## src/rtl/ex_stage_skid_reg.sv

```systemverilog
// Decode-to-execute stage register: valid/ready handshake with a 2-entry skid buffer.
// Optional perf counters enabled by defining EX_STAGE_PERF_CNT_EN.
module ex_stage_skid_reg #(
  parameter int PAYLOAD_W = 128,
  parameter int CTRL_W    = 3,
  parameter int REGADDR_W = 5
) (
  input  logic                 clk,
  input  logic                 rst,
  input  logic                 in_valid,
  output logic                 in_ready,
  input  logic [PAYLOAD_W-1:0] in_payload,
  input  logic [CTRL_W-1:0]    in_ctrl,
  input  logic [REGADDR_W-1:0] in_write_reg,
  input  logic                 should_stall,
  input  logic                 flush,
  output logic                 out_valid,
  input  logic                 out_ready,
  output logic [PAYLOAD_W-1:0] out_payload,
  output logic [CTRL_W-1:0]    out_ctrl,
  output logic [REGADDR_W-1:0] out_write_reg
`ifdef EX_STAGE_PERF_CNT_EN
  ,
  output logic [15:0]          perf_bubbles,
  output logic [15:0]          perf_backpressure
`endif
);

  // State encoding is {skid_valid, main_valid}; 2'b10 is unreachable.
  typedef enum logic [1:0] {
    EMPTY = 2'b00,
    ONE   = 2'b01,
    FULL  = 2'b11
  } state_t;

  state_t                 state_reg;
  logic [PAYLOAD_W-1:0]   main_payload_reg, skid_payload_reg;
  logic [CTRL_W-1:0]      main_ctrl_reg, skid_ctrl_reg;
  logic [REGADDR_W-1:0]   main_write_reg_reg, skid_write_reg_reg;

  logic                   acc, deq;
  logic [CTRL_W-1:0]      in_ctrl_masked;

  assign in_ready       = ~state_reg[1];
  assign out_valid      = state_reg[0];
  assign out_payload    = main_payload_reg;
  assign out_ctrl       = main_ctrl_reg;
  assign out_write_reg  = main_write_reg_reg;

  assign acc            = in_valid & in_ready;
  assign deq            = out_valid & out_ready;
  assign in_ctrl_masked = should_stall ? '0 : in_ctrl;

  always_ff @(posedge clk or posedge rst) begin
    if (rst) begin
      state_reg          <= EMPTY;
      main_payload_reg   <= '0;
      main_ctrl_reg      <= '0;
      main_write_reg_reg <= '0;
      skid_payload_reg   <= '0;
      skid_ctrl_reg      <= '0;
      skid_write_reg_reg <= '0;
    end else if (flush) begin
      // Payload may linger; only the side-effect bits must be squashed.
      state_reg     <= EMPTY;
      main_ctrl_reg <= '0;
      skid_ctrl_reg <= '0;
    end else begin
      case (state_reg)
        EMPTY: begin
          if (acc) begin
            state_reg          <= ONE;
            main_payload_reg   <= in_payload;
            main_ctrl_reg      <= in_ctrl_masked;
            main_write_reg_reg <= in_write_reg;
          end
        end
        ONE: begin
          if (acc && deq) begin
            main_payload_reg   <= in_payload;
            main_ctrl_reg      <= in_ctrl_masked;
            main_write_reg_reg <= in_write_reg;
          end else if (acc) begin
            state_reg          <= FULL;
            skid_payload_reg   <= in_payload;
            skid_ctrl_reg      <= in_ctrl_masked;
            skid_write_reg_reg <= in_write_reg;
          end else if (deq) begin
            // Clearing ctrl keeps out_ctrl zero whenever out_valid is low.
            state_reg     <= EMPTY;
            main_ctrl_reg <= '0;
          end
        end
        FULL: begin
          if (deq) begin
            state_reg          <= ONE;
            main_payload_reg   <= skid_payload_reg;
            main_ctrl_reg      <= skid_ctrl_reg;
            main_write_reg_reg <= skid_write_reg_reg;
            skid_ctrl_reg      <= '0;
          end
        end
        default: begin
          state_reg     <= EMPTY;
          main_ctrl_reg <= '0;
          skid_ctrl_reg <= '0;
        end
      endcase
    end
  end

`ifdef EX_STAGE_PERF_CNT_EN
  logic [15:0] perf_bubbles_reg, perf_backpressure_reg;

  assign perf_bubbles      = perf_bubbles_reg;
  assign perf_backpressure = perf_backpressure_reg;

  always_ff @(posedge clk or posedge rst) begin
    if (rst) begin
      perf_bubbles_reg      <= '0;
      perf_backpressure_reg <= '0;
    end else begin
      if (acc && should_stall && perf_bubbles_reg != 16'hFFFF)
        perf_bubbles_reg <= perf_bubbles_reg + 16'd1;
      if (out_valid && !out_ready && perf_backpressure_reg != 16'hFFFF)
        perf_backpressure_reg <= perf_backpressure_reg + 16'd1;
    end
  end
`endif

endmodule
```

## config.mk

```make
export PLATFORM = sky130hd
export DESIGN_NAME = ex_stage_skid_reg
export DESIGN_NICKNAME = d
export VERILOG_FILES = /design/src/rtl/ex_stage_skid_reg.sv
export SDC_FILE = /design/constraint.sdc
export NUM_CORES = 1
export LEC_CHECK = 0
export CORE_AREA = 2 2 139 208
export DETAILED_ROUTE_END_ITERATION = 10
export DIE_AREA = 0 0 141 210
export GPL_ROUTABILITY_DRIVEN = 1
export GPL_TIMING_DRIVEN = 0
export PLACE_DENSITY = 0.71
export SYNTH_ARGS = -nofsm -noshare
export SYNTH_HDL_FRONTEND = slang
export SYNTH_SLANG_ARGS = --single-unit
```

## constraint.sdc

```tcl
create_clock -name clk -period 30 [get_ports clk]
set_input_delay 6 -clock clk [delete_from_list [all_inputs] [get_ports clk]]
set_output_delay 6 -clock clk [all_outputs]
set_load 0.1 [all_outputs]
```

# Yosys cells after proc, flatten, opt, wreduce, memory -nomap -nowiden
# Index checks and enable logic that the tools add are counted.
# word_totals
out_inout_bits	138
wordCells	59
register_bits	274
n_memories	0
latch_bits	0
romBits	0
ramBits	0
in_bits	142
# op_classes
n_eq_ne	13
order_cmp	0
muxes	26
n_bitwise	5
reduce_logical	8
add_sub_neg	0
shift	0
multipliers	0
n_div	0
# ops
cell	n
128-bit two-way mux	3
128-bit one-hot mux with 3 select lines	1
3-bit two-way mux	9
3-bit one-hot mux with 3 select lines	2
4-bit AND reduction	4
5-bit two-way mux	3
5-bit one-hot mux with 3 select lines	1
2-bit two-way mux	6
3-bit != test, second input constant	4
4-bit != test, second input constant	3
2-bit != test, second input constant	4
2-bit one-hot mux with 3 select lines	1
5-bit AND reduction	1
1-bit inverter	3
3-bit nonzero test	1
1-bit AND	2
2-bit by 1-bit == test with 1-bit output, second input constant	1
2-bit == test, second input constant	1
2-bit zero test	1
1-bit logical AND	1

# Depth between registers and ports, before layout
# logic_depth
depth_word	6
depth_mapped	8
ltp_nobuf	6

# Worst setup path after synthesis
# Ideal clock, no wire load.
# synth_path
kind	input -> register
startpoint	input port out_ready
endpoint	register main_payload_reg[0], in the netlist out_payload[0]
arrival_ps	7251
setup_time_ps	126
path_buffers	2
path_stages	6
path_slack_ps	22624
required_time_ps	29874
cell_sequence	nand2_1 -> a21oi_1 -> o211ai_2 -> buf_2 -> buf_4 -> mux2_2
# synth_via
elab_chain_len	4
word_cells_on_any_way	5
classes_between	2 x eq/ne; 1 x bitwise; 2 x reduce/logical
# synth_lines
item	line	rtl
from (decl)	18	input logic out_ready,
1-bit AND (*)	51	assign deq = out_valid & out_ready;
1-bit logical AND	79	if (acc && deq) begin
2-bit != test (no line)	-	
5-bit AND reduction (no line) (*)	-	
to (signal assigned)	73	main_payload_reg <= in_payload;
to (signal assigned)	80	main_payload_reg <= in_payload;
to (signal assigned)	97	main_payload_reg <= skid_payload_reg;
to (decl)	37	logic [PAYLOAD_W-1:0] main_payload_reg, skid_payload_reg;
# Every way passes the cells marked *; elsewhere a longest branch is shown, timed or not.
# A chain may end at the register's enable or synchronous reset.

# Worst setup path after layout
# layout_path
startpoint	register state_reg[1]
endpoint	output port in_ready
# layout_via
elab_chain_len	1
# layout_lines
item	line	rtl
from (decl)	36	state_t state_reg;
from (signal assigned)	56	state_reg <= EMPTY;
from (signal assigned)	65	state_reg <= EMPTY;
from (signal assigned)	72	state_reg <= ONE;
1-bit inverter	44	assign in_ready = ~state_reg[1];
to (decl)	11	output logic in_ready,
# Every way passes these cells.

==> results_dict.tcl <==
set metrics [dict create \
    postSynthCellCount 776 \
    io_pins 280 \
    clk_path_buf_depth 3 \
    chipWidth_um 141 \
    synth_xor_area_share_pct 0.0710 \
    syn_avg_cell_area_um2 15.9 \
    layout_common_cells "mux2_2, clkdlybuf4s50_1, dfrtp_1" \
    startpoint_type "register" \
    wl_mm 28.3 \
    cts_resized 0 \
    final_antenna_net_count 0 \
    skew_ns 0.0154 \
    synthAdderAreaFrac_pct 0.406 \
    yosys_warnings 0 \
    crit_arrival_ns 2.30 \
    rsz0062_at_grt "false" \
    drc 0 \
    dieArea_mm2 0.0296 \
    tightest_slew_ns 1.06 \
    io_buffer_count 279 \
    crit_fanout 6 \
    synth-simple-area-share_pct 0.832 \
    yosysSeqAreaShare_pct 55.6 \
    setup_violations 0 \
    synth_top_family_by_area "multiplexers" \
    cts.sinks 274 \
    synth_top_area_share_pct 55.6 \
    gr-usage-all-layers_pct 19.3 \
    synth_compound_area_share_pct 1.17 \
    period_minus_slack_ns 8.30 \
    dp.cells 1403 \
    maxSlewViolCount 0 \
    end_kind "output port" \
    vias 7417 \
    ys_types 32 \
    synth_mux_area_share_pct 38.9 \
    grt_max_degree 116 \
    std_cell_rows 75 \
    crit_slowest_cell "clkdlybuf4s50_1" \
    ys_top_cells_by_area "dfrtp_1, mux2_2, mux2_4, buf_12, buf_2" \
    cts_tree "yes" \
    fin_crit_sh_pct 27.7 \
    max_freq_mhz 121 \
    worstSkewPairLatency_ns 0.55 \
    postCtsSetupBuffers 0 \
    syn_nets 922 \
    grt_antenna_before_repair 5 \
    yosys.area.top_type "dfrtp_1" \
    wl_per_cell_um 19.5 \
    fin_tns_setup_ns 0 \
    clk_transition_reported_paths_ns 0.06 \
    final_core_util_pct 59.2 \
    grt_pass1_vias 8058 \
    numCtsBuffers 29 \
    initial_core_util_pct 44.3 \
    drive_above_1_share_pct 43.4 \
    worstPathRequired_ns 24.00 \
    finalHoldViolations 0 \
    place.detailed.hpwl_mm 20.0 \
    hold_path_class "reg2reg" \
    htreeDepth 1 \
    core_mm2 0.0279 \
    placed_cell_area_mm2 0.0156 \
    drtIter0Drc 223 \
    grt_pass1_wl_mm 44.9 \
    gr-total-overflow 0 \
    final_common_cell "mux2_2" \
    maxCapViolations 0 \
    instances_no_fill 1454 \
    die_y_um 210 \
    relSlewSlack_pct 29.3 \
    synth_area_mm2 0.0123 \
    worstPathCellList "inv_1 -> clkdlybuf4s50_1" \
    critical-path-max-stage-delay_ns 1.20 \
    crit_type "reg2out" \
    status "completed" \
    synth_seq_cells 274 \
    avgViaCountPerCell 5.10 \
    final_cell_area_mm2 0.0165 \
    gp_congestion 0.781 \
    postCtsHoldBufs 0 \
    finalNetCount 1234 \
    cts-root-buf "clkbuf_16" \
    area_delta_synth_final_pct 33.8 \
    drtPass1Iterations 4 \
]
## layout make-up
class	count	area, µm²
fillers	2271	11400
flip-flops and latches	274	6860
multi-input cells	451	5100
repair buffers	281	2850
clock buffers	43	818
well taps	346	433
plain buffers	46	353
clock inverters	4	51.3
inverters	5	26.3
diodes	4	10.0
## logic make-up after synthesis
family,after synthesis
muxes,403
DFF,274
buffers and inverters,51
and+or+nand+nor,22
AOI/OAI and AO/OA,21
adders and majority gates,4
xor gates and xnor gates,1
## worst max-delay path: cells and delay by family, from the launching register on
family	cells	cell delay, ns
DFF	1	0.43
buffers and inverters	2	1.32
## through the flow
stage / setup WS (ns) / hold WS (ns)
after floorplan: 16.45 / 0.474
after global placement: 12.73 / 0.481
after detailed placement: 21.71 / 0.487
after CTS: 21.64 / 0.502
after global routing: 21.58 / 0.512
final: 21.70 / 0.499
## cells in the mapped netlist
library cell / number
a21boi_0: 1
a21oi_1: 5
a22o_1: 3
a22oi_1: 1
a31o_2: 1
a32oi_1: 3
and2_1: 1
and3_1: 1
buf_1: 1
buf_12: 7
buf_2: 17
buf_4: 7
buf_6: 1
buf_8: 1
clkbuf_1: 12
dfrtp_1: 274
ha_1: 4
inv_1: 5
mux2_2: 332
mux2_4: 70
mux2i_1: 1
nand2_1: 9
nand2_2: 1
nand2b_1: 1
nand3b_1: 1
nor2_1: 5
nor3_1: 1
o211ai_2: 1
o21ai_0: 6
or2_2: 1
or3_1: 1
xnor2_1: 1
## worst paths after layout
| check | slack [ns] | depth (start not counted) | to | from |
|---|---|---|---|---|
| min | 0.50 | 1 | skid_payload_reg[120] | skid_payload_reg[120] |
| max in group asynchronous | 23.13 | 3 | out_payload[110] | rst |
| min reg2reg | 0.50 | 1 | skid_payload_reg[120] | skid_payload_reg[120] |
| max reg2reg | 27.16 | 6 | out_payload[67] | state_reg[0] |
| max | 21.70 | 2 | in_ready | state_reg[1] |
| min in group asynchronous | 5.90 | 2 | skid_payload_reg[26] | rst |
## per-layer routing
metal	share of wire [%]	up-vias	GRT usage, %
met5	0.046	-	0
met3	6.1	44	4.75
li1	-	3406	-
met1	38	3785	22.0
met4	2.4	2	6.21
met2	53	180	35.3
Power is not shown: default switching activity piles up to over one toggle a cycle in this logic, so the estimate is an artifact.
